<file path="src/rtl/sgm_to_bcd_capture_if.sv">
// Scanned 7-segment input and frame valid/ready output bundle
// for sgm_to_bcd_capture.
interface sgm_to_bcd_capture_if;
  logic [3:0]  an_in;
  logic [7:0]  sgm_in;
  logic        frame_ready;
  logic [15:0] dig_out;
  logic [3:0]  dp_out;
  logic [3:0]  err_out;
  logic        frame_valid;
  logic        overrun;

  modport master (
    output an_in,
    output sgm_in,
    output frame_ready,
    input  dig_out,
    input  dp_out,
    input  err_out,
    input  frame_valid,
    input  overrun
  );

  modport slave (
    input  an_in,
    input  sgm_in,
    input  frame_ready,
    output dig_out,
    output dp_out,
    output err_out,
    output frame_valid,
    output overrun
  );
endinterface

</file>
<file path="src/rtl/sgm_to_bcd_capture.sv">
// Samples a multiplexed 4-digit 7-segment display, decodes each
// stable digit and publishes whole frames over valid/ready.
module sgm_to_bcd_capture #(
  parameter int unsigned STABLE_CYC = 4
) (
  input logic                 clk,
  input logic                 rst_n,
  sgm_to_bcd_capture_if.slave bus
);

  typedef enum logic {
    SYNC,
    COLLECT
  } state_e;

  localparam logic [3:0] STB = 4'(STABLE_CYC);

  state_e      state_q;
  logic [3:0]  an_q;
  logic [7:0]  sgm_q;
  logic [3:0]  cnt_q;
  logic [3:0]  cnt_d;
  logic [3:0]  seen_q;
  logic [15:0] slot_code_q;
  logic [3:0]  slot_dp_q;
  logic [3:0]  slot_err_q;
  logic [15:0] dig_q;
  logic [3:0]  dp_q;
  logic [3:0]  err_q;
  logic        fv_q;
  logic        ovr_q;

  logic        is_digit;
  logic        is_blank;
  logic        glitch;
  logic        changed;
  logic        capture;
  logic        complete;
  logic        publish;
  logic [1:0]  idx;
  logic [3:0]  cap_bit;
  logic [3:0]  code;
  logic        bad;
  logic [15:0] mrg_code;
  logic [3:0]  mrg_dp;
  logic [3:0]  mrg_err;

  always_comb begin
    is_digit = 1'b0;
    is_blank = 1'b0;
    idx      = 2'd0;
    unique case (bus.an_in)
      4'b1110: begin is_digit = 1'b1; idx = 2'd0; end
      4'b1101: begin is_digit = 1'b1; idx = 2'd1; end
      4'b1011: begin is_digit = 1'b1; idx = 2'd2; end
      4'b0111: begin is_digit = 1'b1; idx = 2'd3; end
      4'b1111: is_blank = 1'b1;
      default: ;
    endcase
  end

  assign glitch  = !is_digit && !is_blank;
  assign changed = (bus.an_in != an_q) || (bus.sgm_in != sgm_q);
  assign cap_bit = 4'b0001 << idx;

  always_comb begin
    cnt_d = cnt_q;
    if (!is_digit) begin
      cnt_d = 4'd0;
    end else if (changed) begin
      cnt_d = 4'd1;
    end else if (cnt_q < STB) begin
      cnt_d = cnt_q + 4'd1;
    end
  end

  // Fires only on the edge into saturation: one capture per dwell.
  assign capture  = is_digit && (cnt_d == STB) && (cnt_q != STB);
  assign complete = capture && (state_q == COLLECT)
                 && ((seen_q | cap_bit) == 4'hF);
  assign publish  = !fv_q || bus.frame_ready;

  always_comb begin
    code = 4'd12;
    bad  = 1'b0;
    unique case (bus.sgm_in[6:0])
      7'h40: code = 4'd0;
      7'h79: code = 4'd1;
      7'h24: code = 4'd2;
      7'h30: code = 4'd3;
      7'h19: code = 4'd4;
      7'h12: code = 4'd5;
      7'h02: code = 4'd6;
      7'h78: code = 4'd7;
      7'h00: code = 4'd8;
      7'h10: code = 4'd9;
      7'h08: code = 4'd14;
      7'h0C: code = 4'd15;
      7'h7F: code = 4'd10;
      default: begin
        code = 4'd12;
        bad  = 1'b1;
      end
    endcase
  end

  always_comb begin
    mrg_code = slot_code_q;
    mrg_dp   = slot_dp_q;
    mrg_err  = slot_err_q;
    mrg_code[{idx, 2'b00} +: 4] = code;
    mrg_dp[idx]  = ~bus.sgm_in[7];
    mrg_err[idx] = bad;
  end

  always_ff @(posedge clk or negedge rst_n) begin
    if (!rst_n) begin
      state_q     <= SYNC;
      an_q        <= 4'hF;
      sgm_q       <= 8'hFF;
      cnt_q       <= 4'd0;
      seen_q      <= 4'd0;
      slot_code_q <= 16'h0000;
      slot_dp_q   <= 4'd0;
      slot_err_q  <= 4'd0;
      dig_q       <= 16'h0000;
      dp_q        <= 4'd0;
      err_q       <= 4'd0;
      fv_q        <= 1'b0;
      ovr_q       <= 1'b0;
    end else begin
      an_q  <= bus.an_in;
      sgm_q <= bus.sgm_in;
      cnt_q <= cnt_d;
      ovr_q <= 1'b0;
      if (fv_q && bus.frame_ready) begin
        fv_q <= 1'b0;
      end
      unique case (state_q)
        SYNC: begin
          if (capture && (idx == 2'd0)) begin
            slot_code_q <= mrg_code;
            slot_dp_q   <= mrg_dp;
            slot_err_q  <= mrg_err;
            seen_q      <= 4'b0001;
            state_q     <= COLLECT;
          end
        end
        COLLECT: begin
          if (glitch) begin
            state_q     <= SYNC;
            seen_q      <= 4'd0;
            slot_code_q <= 16'h0000;
            slot_dp_q   <= 4'd0;
            slot_err_q  <= 4'd0;
          end else if (capture) begin
            slot_code_q <= mrg_code;
            slot_dp_q   <= mrg_dp;
            slot_err_q  <= mrg_err;
            if (complete) begin
              seen_q <= 4'd0;
              if (publish) begin
                dig_q <= mrg_code;
                dp_q  <= mrg_dp;
                err_q <= mrg_err;
                fv_q  <= 1'b1;
              end else begin
                ovr_q <= 1'b1;
              end
            end else begin
              seen_q <= seen_q | cap_bit;
            end
          end
        end
        default: state_q <= SYNC;
      endcase
    end
  end

  assign bus.dig_out     = dig_q;
  assign bus.dp_out      = dp_q;
  assign bus.err_out     = err_q;
  assign bus.frame_valid = fv_q;
  assign bus.overrun     = ovr_q;

endmodule

</file>
<file path="src/flat_wrapper.sv">
// flat-port wrapper written by rule: the top's interface ports become plain ports
module sgm_to_bcd_capture_flat 
#(
  parameter int unsigned STABLE_CYC = 4
)
  (clk, rst_n, bus_an_in, bus_sgm_in, bus_frame_ready, bus_dig_out, bus_dp_out, bus_err_out, bus_frame_valid, bus_overrun);
  sgm_to_bcd_capture_if bus_i ();
  input logic clk;
  input logic rst_n;
  input wire logic [$bits(bus_i.an_in)-1:0] bus_an_in;
  input wire logic [$bits(bus_i.sgm_in)-1:0] bus_sgm_in;
  input wire logic [$bits(bus_i.frame_ready)-1:0] bus_frame_ready;
  output wire logic [$bits(bus_i.dig_out)-1:0] bus_dig_out;
  output wire logic [$bits(bus_i.dp_out)-1:0] bus_dp_out;
  output wire logic [$bits(bus_i.err_out)-1:0] bus_err_out;
  output wire logic [$bits(bus_i.frame_valid)-1:0] bus_frame_valid;
  output wire logic [$bits(bus_i.overrun)-1:0] bus_overrun;
  assign bus_i.an_in = bus_an_in;
  assign bus_i.sgm_in = bus_sgm_in;
  assign bus_i.frame_ready = bus_frame_ready;
  assign bus_dig_out = bus_i.dig_out;
  assign bus_dp_out = bus_i.dp_out;
  assign bus_err_out = bus_i.err_out;
  assign bus_frame_valid = bus_i.frame_valid;
  assign bus_overrun = bus_i.overrun;
  sgm_to_bcd_capture #(.STABLE_CYC(STABLE_CYC)) u_core (.clk(clk), .rst_n(rst_n), .bus(bus_i));
endmodule
</file>
<file path="config.mk">
export PLATFORM = sky130hd
export DESIGN_NAME = sgm_to_bcd_capture_flat
export DESIGN_NICKNAME = d
export VERILOG_FILES = /design/src/rtl/sgm_to_bcd_capture_if.sv /design/src/rtl/sgm_to_bcd_capture.sv /design/src/flat_wrapper.sv
export SDC_FILE = /design/constraint.sdc
export NUM_CORES = 1
export LEC_CHECK = 0
export CAP_MARGIN = 30
export CORE_UTILIZATION = 50
export CTS_CLUSTER_SIZE = 25
export DETAILED_ROUTE_END_ITERATION = 8
export PLACE_DENSITY_LB_ADDON = 0.15
export SYNTH_ARGS = -nofsm -noshare
export SYNTH_HDL_FRONTEND = slang
export SYNTH_SLANG_ARGS = --single-unit
</file>
<file path="constraint.sdc">
create_clock -name clk -period 2.64 [get_ports clk]
set_input_delay 0.792 -clock clk [delete_from_list [all_inputs] [get_ports clk]]
set_output_delay 0.792 -clock clk [all_outputs]
set_load 0.02 [all_outputs]
</file>
== Word-level counts from Yosys, hierarchy flattened ==
Cells that the tools add are included.

* Add/sub/neg operators: 2
* Magnitude comparators: 3
* Eq/ne operators: 24
* Shift-type cells: 3
* Multiplexer cells: 44
* Bitwise gates (word level): 4
* Reduce and logical (&&, ||, !) cells: 19

{| class="wikitable"
|+ Operator list
! cell !! number
|-
| $mux W4 || 13
|-
| $pmux W4 S13 || 1
|-
| $mux W16 || 3
|-
| $pmux W16 S2 || 1
|-
| $eq A7 B7 Y1 const B || 4
|-
| $pmux W4 S2 || 3
|-
| $eq A7 B5 Y1 const B || 3
|-
| $eq A4 B4 Y1 const B || 5
|-
| $mux W1 || 17
|-
| $bwmux W16 || 1
|-
| $shift A4 B6 Y16 const A || 1
|-
| $shiftx A4 B6 Y16 || 1
|-
| $eq A7 B4 Y1 const B || 2
|-
| $eq A7 B6 Y1 const B || 2
|-
| $reduce_or A13 Y1 || 1
|-
| $bwmux W4 || 2
|-
| $eq A4 B3 Y1 const B || 2
|-
| $logic_and A1 B1 Y1 || 8
|-
| $ne A8 B8 Y1 || 1
|-
| $eq A7 B2 Y1 const B || 1
|-
| $logic_not A7 Y1 || 1
|-
| $neg A4 Y6 || 1
|-
| $pmux W2 S3 || 1
|-
| $reduce_and A5 Y1 || 1
|-
| 18 further kinds || 23
|}

* Register bits: 71
* Bits of input ports: 15
* Output and inout bits: 26
* Logic and storage cells: 112

== Longest topological paths before layout ==
Gate-level depths: netlist (run 1).

* Word-level depth: 13
* Gate-level depth with buffers: 12
* Mapped depth without buffers: 9

== Worst setup path before layout (run 1) ==
Ideal clock, no wire load.

* Kind: input to register
* From: in bus_an_in[1]
* To: reg u_core.dig_q[12], in the netlist u_core.bus.dig_out[12]
* Library setup time: 0.126 ns
* Data arrival time: 2.954 ns
* Data required time: 2.514 ns
* Slack: -0.440 ns
* Stages: 12
* Buffers on the path: 4
* Cell sequence: buf_2 xor2_1 nand3_1 inv_1 ha_1 clkbuf_1 nor2_1 nor4_1 and3b_1 buf_4 buf_2 a21oi_1

* Cells in the longest elaborated chain, start to end: 10
* Elaborated cells on any way between the ends: 30
* Classes of those cells: 1 x add/sub; 8 x eq/ne; 3 x shift; 6 x mux; 2 x bitwise; 10 x reduce/logical

{| class="wikitable"
|+ Ends and longest elaborated chain
! item !! line !! text
|-
| from (decl) || flat_wrapper.sv:10 || <nowiki>input wire logic [$bits(bus_i.an_in)-1:0] bus_an_in;</nowiki>
|-
| branches (longest 10 deep; another with $neg A4 Y6) || - ||
|-
| to (signal assigned) || sgm_to_bcd_capture.sv:163 || <nowiki>dig_q <= mrg_code;</nowiki>
|-
| to (decl) || sgm_to_bcd_capture.sv:27 || <nowiki>logic [15:0] dig_q;</nowiki>
|}

Parallel ways; which one is timed is not known.
A chain may end at the register's enable or synchronous reset.

== Worst setup path after layout (run 1) ==
* From: in bus_sgm_in[7]
* To: reg u_core.slot_dp_q[2]

* Cells in the longest elaborated chain, start to end: 10
* Elaborated cells on any way between the ends: 17
* Classes of those cells: 4 x eq/ne; 7 x mux; 1 x bitwise; 5 x reduce/logical

{| class="wikitable"
|+ Ends and longest elaborated chain
! item !! line !! text
|-
| from (decl) || flat_wrapper.sv:11 || <nowiki>input wire logic [$bits(bus_i.sgm_in)-1:0] bus_sgm_in;</nowiki>
|-
| $ne A8 B8 Y1 || sgm_to_bcd_capture.sv:63 || <nowiki>assign changed = (bus.an_in != an_q) || (bus.sgm_in != sgm_q);</nowiki>
|-
| $logic_or A1 B1 Y1 || sgm_to_bcd_capture.sv:63 ||
|-
| $mux W4 || sgm_to_bcd_capture.sv:70 || <nowiki>end else if (changed) begin</nowiki>
|-
| $mux W4 || sgm_to_bcd_capture.sv:68 || <nowiki>if (!is_digit) begin</nowiki>
|-
| $eq A4 B3 Y1 || sgm_to_bcd_capture.sv:78 || <nowiki>assign capture = is_digit && (cnt_d == STB) && (cnt_q != STB);</nowiki>
|-
| $logic_and A1 B1 Y1 (2 in a row) || sgm_to_bcd_capture.sv:78 ||
|-
| $logic_and A1 B1 Y1 || sgm_to_bcd_capture.sv:141 || <nowiki>if (capture && (idx == 2'd0)) begin</nowiki>
|-
| $ne A2 B1 Y1 (no line) || - ||
|-
| $reduce_and A2 Y1 (no line) || - ||
|-
| to (signal assigned) || sgm_to_bcd_capture.sv:143 || <nowiki>slot_dp_q <= mrg_dp;</nowiki>
|-
| to (signal assigned) || sgm_to_bcd_capture.sv:158 || <nowiki>slot_dp_q <= mrg_dp;</nowiki>
|-
| to (decl) || sgm_to_bcd_capture.sv:25 || <nowiki>logic [3:0] slot_dp_q;</nowiki>
|}

Parallel ways exist; a longest one is shown, timed or not. The select of a mux whose other input is x is not followed.

==> results of run 1 <==
## through the flow
step | TNS, ns | area [µm²] | hold slack, ns | cells | setup slack [ns]
global placement | -22.38 | 4840 | 0.466 | 561 | -0.484
global route | -0.128 | 5190 | 0.349 | 584 | -0.0209
floorplan | -0.787 | 3810 | 0.456 | 364 | -0.0574
detailed placement | -25.12 | 4840 | 0.474 | 561 | -0.550
CTS | 0 | 5120 | 0.342 | 582 | 0.00250
finish | 0 | 5190 | 0.342 | 584 | 0.0721
## metal layers
layer | part of all wire | track usage | wire [µm] | vias to the layer above
met2 | 0.48 | 0.419 | 4430 | 83
met1 | 0.46 | 0.348 | 4330 | 1604
met4 | 0.022 | 0.106 | 208 | 0
li1 | - | - | - | 1561
met5 | 0 | 0 | 0 | -
met3 | 0.037 | 0.0457 | 349 | 20
## flip-flops by register name, summed over array words and instances, names as in the netlist
name / count
u_core.an_q: 4
u_core.bus.dig_out: 16
u_core.bus.dp_out: 4
u_core.bus.err_out: 4
u_core.bus.frame_valid: 1
u_core.bus.overrun: 1
u_core.cnt_q: 4
u_core.seen_q: 4
u_core.sgm_q: 8
u_core.slot_code_q: 16
u_core.slot_dp_q: 4
u_core.slot_err_q: 4
u_core.state_q: 1
## worst max-delay path: stages
cell             delay [ns]
clkdlybuf4s50_1        0.44
xor2_1                 0.21
nor4_2                 0.25
nand4_2                0.18
nor3_2                 0.21
buf_6                  0.19
buf_4                  0.16
mux2i_2                0.24
a22o_1                 0.17
## kinds of logic (layout without fill, tap and decap cells)
| logic type | after synthesis | count (layout) |
|---|---|---|
| muxes | 16 | 16 |
| AOI/OAI and AO/OA | 101 | 101 |
| buffers and inverters | 42 | 163 |
| xor gates and xnor gates | 16 | 16 |
| DFF | 71 | 71 |
| and+or+nand+nor | 109 | 109 |
| adders and majority gates | 9 | 9 |
## repair_timing
item	4_1_cts	5_1_grt
hold buffers	0	0
pin swaps	6	9
buffers inserted	5	2
resized for setup	24	22
setup endpoints to repair	51	46
## cells in the mapped netlist (all sizes together) (2+ instances only)
cell type / instances
a32o: 4
nand3b: 2
o21ai: 13
clkbuf: 6
a21oi: 25
nand3: 7
xnor2: 7
nor3b: 4
a22o: 9
nor3: 6
and2: 2
dfrtp: 59
nand2: 17
ha: 9
nor2b: 7
dfstp: 12
nor4: 5
nor4b: 3
inv: 19
nor2: 31
and4: 3
or3: 3
mux2i: 16
o22a: 2
nand4: 2
and3: 5
a22oi: 2
a211o: 5
xor2: 9
o221ai: 8
nand2b: 7
o2bb2ai: 13
o21a: 8
buf: 17
a31oi: 7
## power by group through the flow
stage	Combinational, mW	Sequential [mW]	Clock [mW]
4_1_cts	0.285	1.11	0.893
5_1_grt	0.319	1.11	0.941
3_3_place_gp	0.276	1.13	0
6_report	0.292	1.11	0.883
2_1_floorplan	0.128	1.13	0
3_5_place_dp	0.281	1.13	0
## cell type report
cell class                 instances  area (µm²)  share of cell area
inverter                          19        73.8              0.0142
clock buffer                      10         128              0.0246
clock inverter                     6        71.3              0.0137
multi-input combinational        251        1870               0.361
tap                               99         124              0.0239
sequential                        71        1790               0.345
timing repair buffer             128        1130               0.218
## how the worst min path moves through the flow
stage | slack (ns) | from | cells past startpoint | to
after floorplan | 0.46 | u_core.slot_code_q[11] | 1 | u_core.slot_code_q[11]
after global placement | 0.47 | u_core.slot_code_q[8] | 1 | u_core.slot_code_q[8]
after detailed placement | 0.47 | u_core.slot_code_q[5] | 1 | u_core.slot_code_q[5]
after CTS | 0.34 | rst_n | 1 | u_core.cnt_q[3]
after global routing | 0.35 | rst_n | 1 | u_core.cnt_q[3]
final | 0.34 | rst_n | 1 | u_core.cnt_q[3]
==> impl_metrics.env, run 1 <==
export IMPL_cp_end_kind="register"
export IMPL_synth_xor_area_share=0.0375
export IMPL_p_comb_frac=0.128
export IMPL_fillers=525
export IMPL_ant_nets=0
export IMPL_grt_ovfl_total=0
export IMPL_synth_adder_area_share=0.0302
export IMPL_start_kind="primary input"
export IMPL_grt_max_degree=59
export IMPL_yosysWarningCount=0
export IMPL_synth_top_family_by_area="compound AO/OA/AOI/OAI gates"
export IMPL_final_common_cell="buf_4"
export IMPL_crit_end="u_core.slot_dp_q[2]"
export IMPL_dieWidth_um=88.4
export IMPL_fp_dieH_um=88.4
export IMPL_num_rows=31
export IMPL_first_iter_violations=200
export IMPL_grt_pass1_wl_um=15300
export IMPL_clkPwrFrac=0.387
export IMPL_port_buffers=40
export IMPL_async_reset_ff_frac=1.00
export IMPL_r2r_end="u_core.slot_dp_q[2]"
export IMPL_ys_types=55
export IMPL_ir_drop_mv=0.370
export IMPL_via_per_inst=5.60
export IMPL_core_um2=7250
export IMPL_synthMuxAreaShare=0.0439
export IMPL_criticalPathCategory="primary input to register"
export IMPL_path_max_fanout=11
export IMPL_grtUsageTotal=0.260
export IMPL_setup_viol=0
export IMPL_wl_per_cell_um=16.0
export IMPL_r2r_start="u_core.cnt_q[0]"
export IMPL_syn_to_final_growth_pct=39.0
export IMPL_hp_class="primary input to asynchronous set/reset pin"
export IMPL_synth_compound_area_frac=0.193
export IMPL_p_int_mw=1.68
export IMPL_switching_share=0.263
export IMPL_ys_ff_latch=71
export IMPL_worstMarginPinSlew_ns=0.341
export IMPL_final_core_util=0.715
export IMPL_worstSkewPairLatency_ns=0.35
export IMPL_mappedNetlistArea_um2=3730
export IMPL_power_mw=2.28
export IMPL_synth_enable_flop_cells=0
export IMPL_grt_pass1_vias=3212
export IMPL_cts_root_buf="clkbuf_8"
export IMPL_io_pins=41
export IMPL_ctsLongestPathBuffers=2
export IMPL_cts_tree="done"
export IMPL_antenna_found_initial=0
export IMPL_p_sw_mw=0.602
export IMPL_power_density_nw_per_um2=440
export IMPL_gp_congestion=0.931
export IMPL_start_util=0.515
export IMPL_finalMaxSlewViolations=0
export IMPL_fin_crit_sh=0.973
export IMPL_fmax_mhz=389
export IMPL_status="finished, final reports clean"
export IMPL_ff2ff_setup_slack_ns=0.09
export IMPL_cts_sinks=71
export IMPL_dieArea_um2=7810
export IMPL_synth_seq_area_share=0.480
export IMPL_cts_clk_slew_worst_paths_ns=0.08
export IMPL_vias=3268
export IMPL_syn_avg_cell_area_um2=10.3
export IMPL_synthTopCellsByArea="dfrtp_1 (40%), dfstp_2 (8.4%), mux2i_1 (4.0%)"
export IMPL_nets=504
export IMPL_firstDrtPassIters=4
export IMPL_synthSimpleGateAreaFrac=0.162
export IMPL_yosys_area_top_type="dfrtp_1"
export IMPL_p_leak_nw=2.32
export IMPL_syn_instance_count=364
export IMPL_worst_ep_arrival_time_ns=2.86
export IMPL_maxCapViolations=0
export IMPL_cts_buffers_inserted=9
export IMPL_num_antenna_cells=0
export IMPL_drc=0
export IMPL_seqPwrFrac=0.486
export IMPL_cp_required_ns=2.93
export IMPL_synth_top_flop_cell="dfrtp_1"
export IMPL_syn_nets=388
export IMPL_skew_ns=0.00901
export IMPL_relSlewSlack=0.771
export IMPL_hold_viol=0
export IMPL_drive_above_1_share=0.313
export IMPL_layout_common_cells="buf_4 (79), dfrtp_1 (59), nor2_1 (30), clkdlybuf4s50_1 (30), a21oi_1 (24)"
export IMPL_drt_total_wl_um=9320
export IMPL_cts_htree_levels=3
export IMPL_dpl_hpwl_um=6440
export IMPL_fin_crit_ns=2.57
export IMPL_startpoint="bus_sgm_in[7]"
export IMPL_worstRegToRegCells=10
export IMPL_synth_top_area_frac=0.396
Power figures use the tool's default switching activity.
==> inputs of run 2 (changes only) <==
Settings changed: CTS_CLUSTER_DIAMETER from default to 30.
==> results of run 2 <==
Same layout as run 1: the final DEF is identical, and so are final timing and power.
